File: src/rtl/alu_frame_pkg.sv
// alu_frame_pkg
// Shared widths and frame-phase definitions for the ALU result decoder.
// A frame is four result words in fixed order: ADD, SUB, AND, OR.
// Optional build macro used by the decoder: ALU_RESULT_LOGIC_CHECK_EN.
package alu_frame_pkg;

    localparam int unsigned OPW  = 3;   // operand width
    localparam int unsigned RESW = 4;   // result word width

    typedef enum logic [1:0] {
        PH_ADD = 2'd0,
        PH_SUB = 2'd1,
        PH_AND = 2'd2,
        PH_OR  = 2'd3
    } phase_t;

    // Frame order with wrap from OR back to ADD.
    function automatic phase_t phase_next(input phase_t p);
        phase_t n;
        case (p)
            PH_ADD:  n = PH_SUB;
            PH_SUB:  n = PH_AND;
            PH_AND:  n = PH_OR;
            default: n = PH_ADD;
        endcase
        return n;
    endfunction

endpackage

File: src/rtl/alu_result_decoder_operand_solver.sv
// operand_solver
// Combinational recovery of operands A and B from the ADD word S
// (unsigned 0..15) and the SUB word D (signed -8..7).
// Ports:
//   s         in  RESW  ADD word {carry, sum[2:0]}
//   d         in  RESW  SUB word, two's complement of A-B
//   a         out OPW   recovered A = (S+D)/2
//   b         out OPW   recovered B = (S-D)/2
//   arith_err out 1     parity mismatch or A/B outside 0..7
module operand_solver
    import alu_frame_pkg::*;
(
    input  logic [RESW-1:0] s,
    input  logic [RESW-1:0] d,
    output logic [OPW-1:0]  a,
    output logic [OPW-1:0]  b,
    output logic            arith_err
);

    // 6-bit signed holds S+D in -8..22 and S-D in -7..23 without overflow.
    logic signed [5:0] s_ext;
    logic signed [5:0] d_ext;
    logic signed [5:0] sum;
    logic signed [5:0] diff;
    logic signed [5:0] a_full;
    logic signed [5:0] b_full;

    always_comb begin
        s_ext  = signed'({2'b00, s});
        d_ext  = signed'({{2{d[RESW-1]}}, d});
        sum    = s_ext + d_ext;
        diff   = s_ext - d_ext;
        a_full = sum >>> 1;
        b_full = diff >>> 1;
        a      = a_full[OPW-1:0];
        b      = b_full[OPW-1:0];
        // Upper bits nonzero means the value is negative or above 7.
        arith_err = (s[0] != d[0])
                  || (a_full[5:OPW] != '0)
                  || (b_full[5:OPW] != '0);
    end

endmodule

File: src/rtl/alu_result_decoder.sv
// alu_result_decoder
// Reassembles four-word ALU result frames (ADD, SUB, AND, OR) and recovers
// operands A and B, flagging inconsistent frames.
// Build macro: ALU_RESULT_LOGIC_CHECK_EN -- when defined, the AND and OR
// words are also checked against the recovered operands.
// Ports:
//   clk        in  1  clock, rising edge
//   reset      in  1  synchronous active-high reset
//   in_valid   in  1  y_in valid this cycle
//   y_in       in  4  result word
//   resync     in  1  restart frame at ADD (y_in taken as ADD if in_valid)
//   a_out      out 3  recovered operand A (held between frames)
//   b_out      out 3  recovered operand B (held between frames)
//   out_valid  out 1  one-cycle pulse per completed frame
//   err        out 1  frame inconsistency, qualified by out_valid
//   err_sticky out 1  set by any err pulse, cleared by reset only
//   phase      out 2  expected type of next word
module alu_result_decoder
    import alu_frame_pkg::*;
(
    input  logic       clk,
    input  logic       reset,
    input  logic       in_valid,
    input  logic [3:0] y_in,
    input  logic       resync,
    output logic [2:0] a_out,
    output logic [2:0] b_out,
    output logic       out_valid,
    output logic       err,
    output logic       err_sticky,
    output logic [1:0] phase
);

    phase_t          phase_q;
    phase_t          phase_d;
    logic [RESW-1:0] s_q;
    logic [RESW-1:0] d_q;
`ifdef ALU_RESULT_LOGIC_CHECK_EN
    logic [RESW-1:0] and_q;
`endif

    logic [OPW-1:0]  solved_a;
    logic [OPW-1:0]  solved_b;
    logic            arith_err;
    logic            frame_err;

    operand_solver u_solver (
        .s         (s_q),
        .d         (d_q),
        .a         (solved_a),
        .b         (solved_b),
        .arith_err (arith_err)
    );

    always_ff @(posedge clk) begin
        if (reset) begin
            phase_q <= PH_ADD;
        end else begin
            phase_q <= phase_d;
        end
    end

    always_comb begin
        phase_d = phase_q;
        if (resync) begin
            phase_d = in_valid ? PH_SUB : PH_ADD;
        end else if (in_valid) begin
            phase_d = phase_next(phase_q);
        end
    end

    // S and D are already registered when the OR word arrives, so the
    // solver output is final in the OR-phase cycle.
    always_comb begin
`ifdef ALU_RESULT_LOGIC_CHECK_EN
        frame_err = arith_err
                  || (and_q != {1'b0, solved_a & solved_b})
                  || (y_in  != {1'b0, solved_a | solved_b});
`else
        frame_err = arith_err;
`endif
    end

    always_ff @(posedge clk) begin
        if (reset) begin
            s_q        <= '0;
            d_q        <= '0;
`ifdef ALU_RESULT_LOGIC_CHECK_EN
            and_q      <= '0;
`endif
            a_out      <= '0;
            b_out      <= '0;
            out_valid  <= 1'b0;
            err        <= 1'b0;
            err_sticky <= 1'b0;
        end else begin
            out_valid <= 1'b0;
            if (resync) begin
                if (in_valid) begin
                    s_q <= y_in;
                end
            end else if (in_valid) begin
                case (phase_q)
                    PH_ADD: s_q <= y_in;
                    PH_SUB: d_q <= y_in;
                    PH_AND: begin
`ifdef ALU_RESULT_LOGIC_CHECK_EN
                        and_q <= y_in;
`endif
                    end
                    PH_OR: begin
                        a_out     <= solved_a;
                        b_out     <= solved_b;
                        err       <= frame_err;
                        out_valid <= 1'b1;
                        if (frame_err) begin
                            err_sticky <= 1'b1;
                        end
                    end
                    default: ;
                endcase
            end
        end
    end

    assign phase = phase_q;

endmodule

File: config.mk
export PLATFORM = sky130hd
export DESIGN_NAME = alu_result_decoder
export DESIGN_NICKNAME = d
export VERILOG_FILES = /design/src/rtl/alu_frame_pkg.sv /design/src/rtl/alu_result_decoder_operand_solver.sv /design/src/rtl/alu_result_decoder.sv
export SDC_FILE = /design/constraint.sdc
export NUM_CORES = 1
export LEC_CHECK = 0
export BUFFER_PORTS_ARGS = -buffer_cell sky130_fd_sc_hd__buf_2
export CORE_MARGIN = 8
export CORE_UTILIZATION = 41
export CTS_CLUSTER_DIAMETER = 120
export CTS_CLUSTER_SIZE = 40
export DETAILED_ROUTE_END_ITERATION = 8
export GPL_TIMING_DRIVEN = 0
export PLACE_DENSITY = 0.65
export SYNTH_ARGS = -nofsm -noshare
export SYNTH_HDL_FRONTEND = slang
export SYNTH_SLANG_ARGS = --single-unit
File: constraint.sdc
create_clock -name clk -period 2.67 [get_ports clk]
set_clock_uncertainty 0.15 [all_clocks]
set_input_delay 0.267 -clock clk [delete_from_list [all_inputs] [get_ports clk]]
set_output_delay 0.267 -clock clk [all_outputs]
set_load 0.005 [all_outputs]
; ---- Yosys cells after proc, flatten, opt, wreduce, memory -nomap -nowiden
; Index checks and enable logic that the tools add are counted.
[totals]
inputBits = 8
ff_bits = 19
output_inout_bits = 11
elab_cells = 37
[classes]
n_eq_ne = 4
mux = 9
bitwise = 2
n_reduce_logical = 12
add_sub_neg = 2
[ops]
columns = op, count
row1 = 4-bit two-way mux, 4
row2 = 5-bit by 4-bit adder with 6-bit output, 1
row3 = 2-bit case mux with 3 select lines, 1
row4 = 3-bit AND reduction, 2
row5 = 3-bit nonzero test, 2
row6 = 5-bit by 4-bit subtractor with 6-bit output, 1
row7 = "2-bit == test, second input constant", 2
row8 = 2-bit two-way mux, 2
row9 = 4-bit AND reduction, 1
row10 = 2-bit nonzero test, 2
row11 = 3-bit OR reduction, 1
row12 = "2-bit by 1-bit == test with 1-bit output, second input constant", 1
row13 = 2-bit logical NOT, 1
row14 = 1-bit logical OR, 2
row15 = 1-bit two-way mux, 2
row16 = 1-bit inverter, 2
row17 = 2-bit AND reduction, 1
row18 = 1-bit != test, 1

; ---- Depth between registers and ports, before layout
[depth]
word_depth = 5
ltp_mapped = 8
depth_no_buf = 8

; ---- By module
; A second synthesis with hierarchy kept.
[unflattened]
cells_unflattened = 129
hier_area_um2 = 1237.4
[modules_own_cells]
columns = mod, cells_per_inst, n_inst, area_each_um2
row1 = alu_result_decoder, 83, 1, 868.3
row2 = operand_solver, 46, 1, 369.1

; ---- Worst setup path after synthesis
; No wires, ideal clock.
[synth_timing]
kind = reg2reg
start = register d_q[1]
end = register err_sticky
arrival_time_ns = 1.762
path_stages_with_launch = 8
t_required_ns = 2.393
setup_ns = 0.127
path_buffers = 0
synth_period_minus_slack_ns = 2.039
slack_ns = 0.631
cell_sequence = dfxtp_1 -> inv_1 -> ha_1 -> nor2b_1 -> o31a_1 -> or4b_1 -> nand4_1 -> nand3_1
[synth_via]
elab_chain_len = 5
elab_cells_between_ends = 7
cone_classes = 2 x add/sub / 5 x reduce/logical
[synth_rtl]
columns = element, line_no
row1 = "start, declared", alu_result_decoder.sv:37  ; logic [RESW-1:0] d_q;
row2 = "start signal, assigned", alu_result_decoder.sv:105  ; PH_SUB: d_q <= y_in;
row3 = 5-bit by 4-bit adder with 6-bit output, alu_result_decoder_operand_solver.sv:31  ; sum = s_ext + d_ext;
row4 = 3-bit nonzero test, alu_result_decoder_operand_solver.sv:39  ; || (a_full[5:OPW] != '0)
row5 = 1-bit logical OR, alu_result_decoder_operand_solver.sv:39
row6 = 1-bit logical OR *, alu_result_decoder_operand_solver.sv:40  ; || (b_full[5:OPW] != '0);
row7 = 4-bit AND reduction (no line) *, n/a
row8 = "end signal, assigned", alu_result_decoder.sv:95  ; err_sticky <= 1'b0;
row9 = "end signal, assigned", alu_result_decoder.sv:117  ; err_sticky <= 1'b1;
row10 = "end, declared", alu_result_decoder.sv:30  ; output logic err_sticky,
; Mark *: on every way between the ends. The rest lies on a longest branch, timed or not.
; A chain may end at the register's enable or synchronous reset.

; ---- Worst setup path after layout
; Ends and elaborated chain as after synthesis.

==> impl_metrics.yaml <==
run_status:
  status: "complete, no violations"
synthesis:
  syn_nets: 146
  ys_ff_latch: 19
  async_flop_share: 0
  synth_warnings: 0
  netlist_instances: 123
  synthTopCellsByArea: "dfxtp_1 34%, ha_1 14%, mux2i_1 8.0%, nor2_1 5.0%, fa_1 3.6%"
  synth_ff_type: "dfxtp_1"
  ys_types: 36
  syn-cell-area_mm2: 0.00112
  synth_top_cells_by_count: "19 x dfxtp_1, 15 x nor2_1, 13 x ha_1"
  yosysSeqAreaShare: 0.338
  synth_top_area_cell: "dfxtp_1"
  synth-edff-count: 0
  synth_top_cell_area_share: 0.338
  postSynthAreaPerCell_um2: 9.14
  post-synth-top-count-cell: "dfxtp_1"
route:
  finalWirelength_um: 2250
  drc: 0
  avgRoutedWirePerCell_um: 12.8
  vias: 905
  via_per_inst: 5.14
  drt_iter0_drc: 26
  drtPass1Iterations: 4
  ant_nets: 0
sta:
  hold_viol: 0
  worstMarginPinSlew_ns: 0.512
  final.min_clock_period_ns: 2.18
  rsz0062_at_grt: "false"
  slew_violations: 0
  setup_violations: 0
  holdWs_ns: 0.0358
  setup_tns_ns: 0
  fin_crit_sh: 0.817
  max-slew-margin-rel: 0.656
  layout_setup_ws_ns: 0.488
  fmax_mhz: 458
place:
  routabilityCongestion: 0.818
  dp_cells: 171
  portBuffers: 17
  place_ws_ns: 0.507
  hpwl_um: 1790
clock_network:
  cts.clk_slew.worst_paths_ns: 0.12
  cts_tree: "yes"
  cts_buffer_depth: 2
  cts_root_buffer: "clkbuf_4"
  cts_buffers: 3
  cts.sinks: 19
  cts_resized: 0
  htreeDepth: 1
  post_cts_buffers: 0
  clock_latency_ns: 0.31
grt:
  grt_usage: 0.106
  antenna_found_initial: 0
  grt.overflow.total: 0
  grt_max_degree: 13
  grt_pass1_wl_um: 3780
  grt_pass1_vias: 882
floorplan:
  fp.dieH_um: 68.4
  initial_utilization: 0.419
  pin_count: 19
  num_rows: 19
  core-area_mm2: 0.00269
  die_w_um: 68.4
  dieArea_mm2: 0.00468
cells_and_area:
  fin_nets: 169
  area_growth_pct: 14.6
  diodes: 0
  finalNonFillerCells: 176
  final_layout_size_suffix_gt1_frac: 0.159
worst_setup_path:
  end_kind: "flip-flop"
  rr_worst_depth: 7
  worstPathArrival_ns: 2.23
  start_kind: "flip-flop"
  worst-setup-path-type: "reg -> reg"
  required_ns: 2.72
  crit_path_max_fanout: 5
power:
  vdd_drop_max_uv: 223
  leakagePower_nw: 0.606
  power_density_mw_per_mm2: 419
  fin_total_pwr_uw: 540
min_path:
  holdPathStages: 2
  holdCritPathClass: "in -> reg"
flow_run:
  maxCapViolations: 0
state kept, by name (all words and copies together) (netlist names):
register / flops
a_out: 3
b_out: 3
d_q: 4
err: 1
err_sticky: 1
out_valid: 1
phase: 2
s_q: 4
worst paths after layout:
kind                               from                       to  slack [ns]
setup / recovery    d_q[1]$_SDFFE_PP0P_  err_sticky$_SDFFE_PP0P_        0.49
hold / removal                   resync    phase[1]$_SDFFE_PP0P_        0.04
setup reg to reg    d_q[1]$_SDFFE_PP0P_  err_sticky$_SDFFE_PP0P_        0.49
hold reg to reg   b_out[1]$_SDFFE_PP0P_    b_out[1]$_SDFFE_PP0P_        0.31
power breakdown:
part / leakage, nW / internal [mW] / total, mW / switching, mW
sequential: 0.154 / 0.290 / 0.298 / 0.00819
clock: 0.0139 / 0.0572 / 0.155 / 0.0978
combinational: 0.438 / 0.0416 / 0.0863 / 0.0447
cells in the final DEF, fill, tap and decap left out, drive strengths merged, types with 2 or more instances in the layout:
master	instances
nor2b	3
o21a	2
dfxtp	19
inv	8
nand2	7
nor2	15
o21ai	3
mux2i	9
buf	18
nand3b	4
a211oi	3
xnor2	3
ha	13
fa	2
nand3	3
o211ai	2
nor3	2
clkbuf	7
a21oi	4
worst max-delay path, stage by stage, from the launching register on:
cell and delay, ns:
dfxtp_1 0.49, inv_1 0.07, ha_1 0.28, nor2b_1 0.16, o31a_1 0.26, or4b_1 0.50
nand4_1 0.10, nand3_1 0.07
stage by stage:
stage | utilization | area [um2]
final | 0.480 | 1290
after global routing | 0.480 | 1290
after detailed placement | 0.465 | 1250
after global placement | 0.465 | 1250
after CTS | 0.480 | 1290
after floorplan | - | 1120
final cells by class:
type,count,area [um2]
Timing Repair Buffer,18,95.1
Inverter,8,30.0
Multi-Input combinational cell,91,688
Buffer,5,26.3
Clock buffer,3,22.5
Tap cell,31,38.8
Sequential cell,19,380
Clock inverter,1,7.51
Fill cell,270,1400
cell families (layout without fill, tap and decap cells):
logic type	Yosys count	count (layout)	synth area share
mux	9	9	0.0801
flops	19	19	0.338
simple gates	43	43	0.198
xor+xnor	4	4	0.0312
fa+ha+maj	15	15	0.180
compound gates	20	20	0.122
buf+inv	13	35	0.0501
repair_timing:
item / in CTS / in global routing
hold buffers: 1 / 0
endpoints found under the setup margin: 0 / 0
endpoints found under the hold margin: 1 / 0
metal layers:
layer	track usage	share of wire	up-vias
met1	0.122	0.46	413
met3	0.0426	0.069	4
li1	-	-	464
met2	0.173	0.45	24
met4	0.0384	0.012	0
met5	0	0	-
Power figures use the tool's default switching activity.
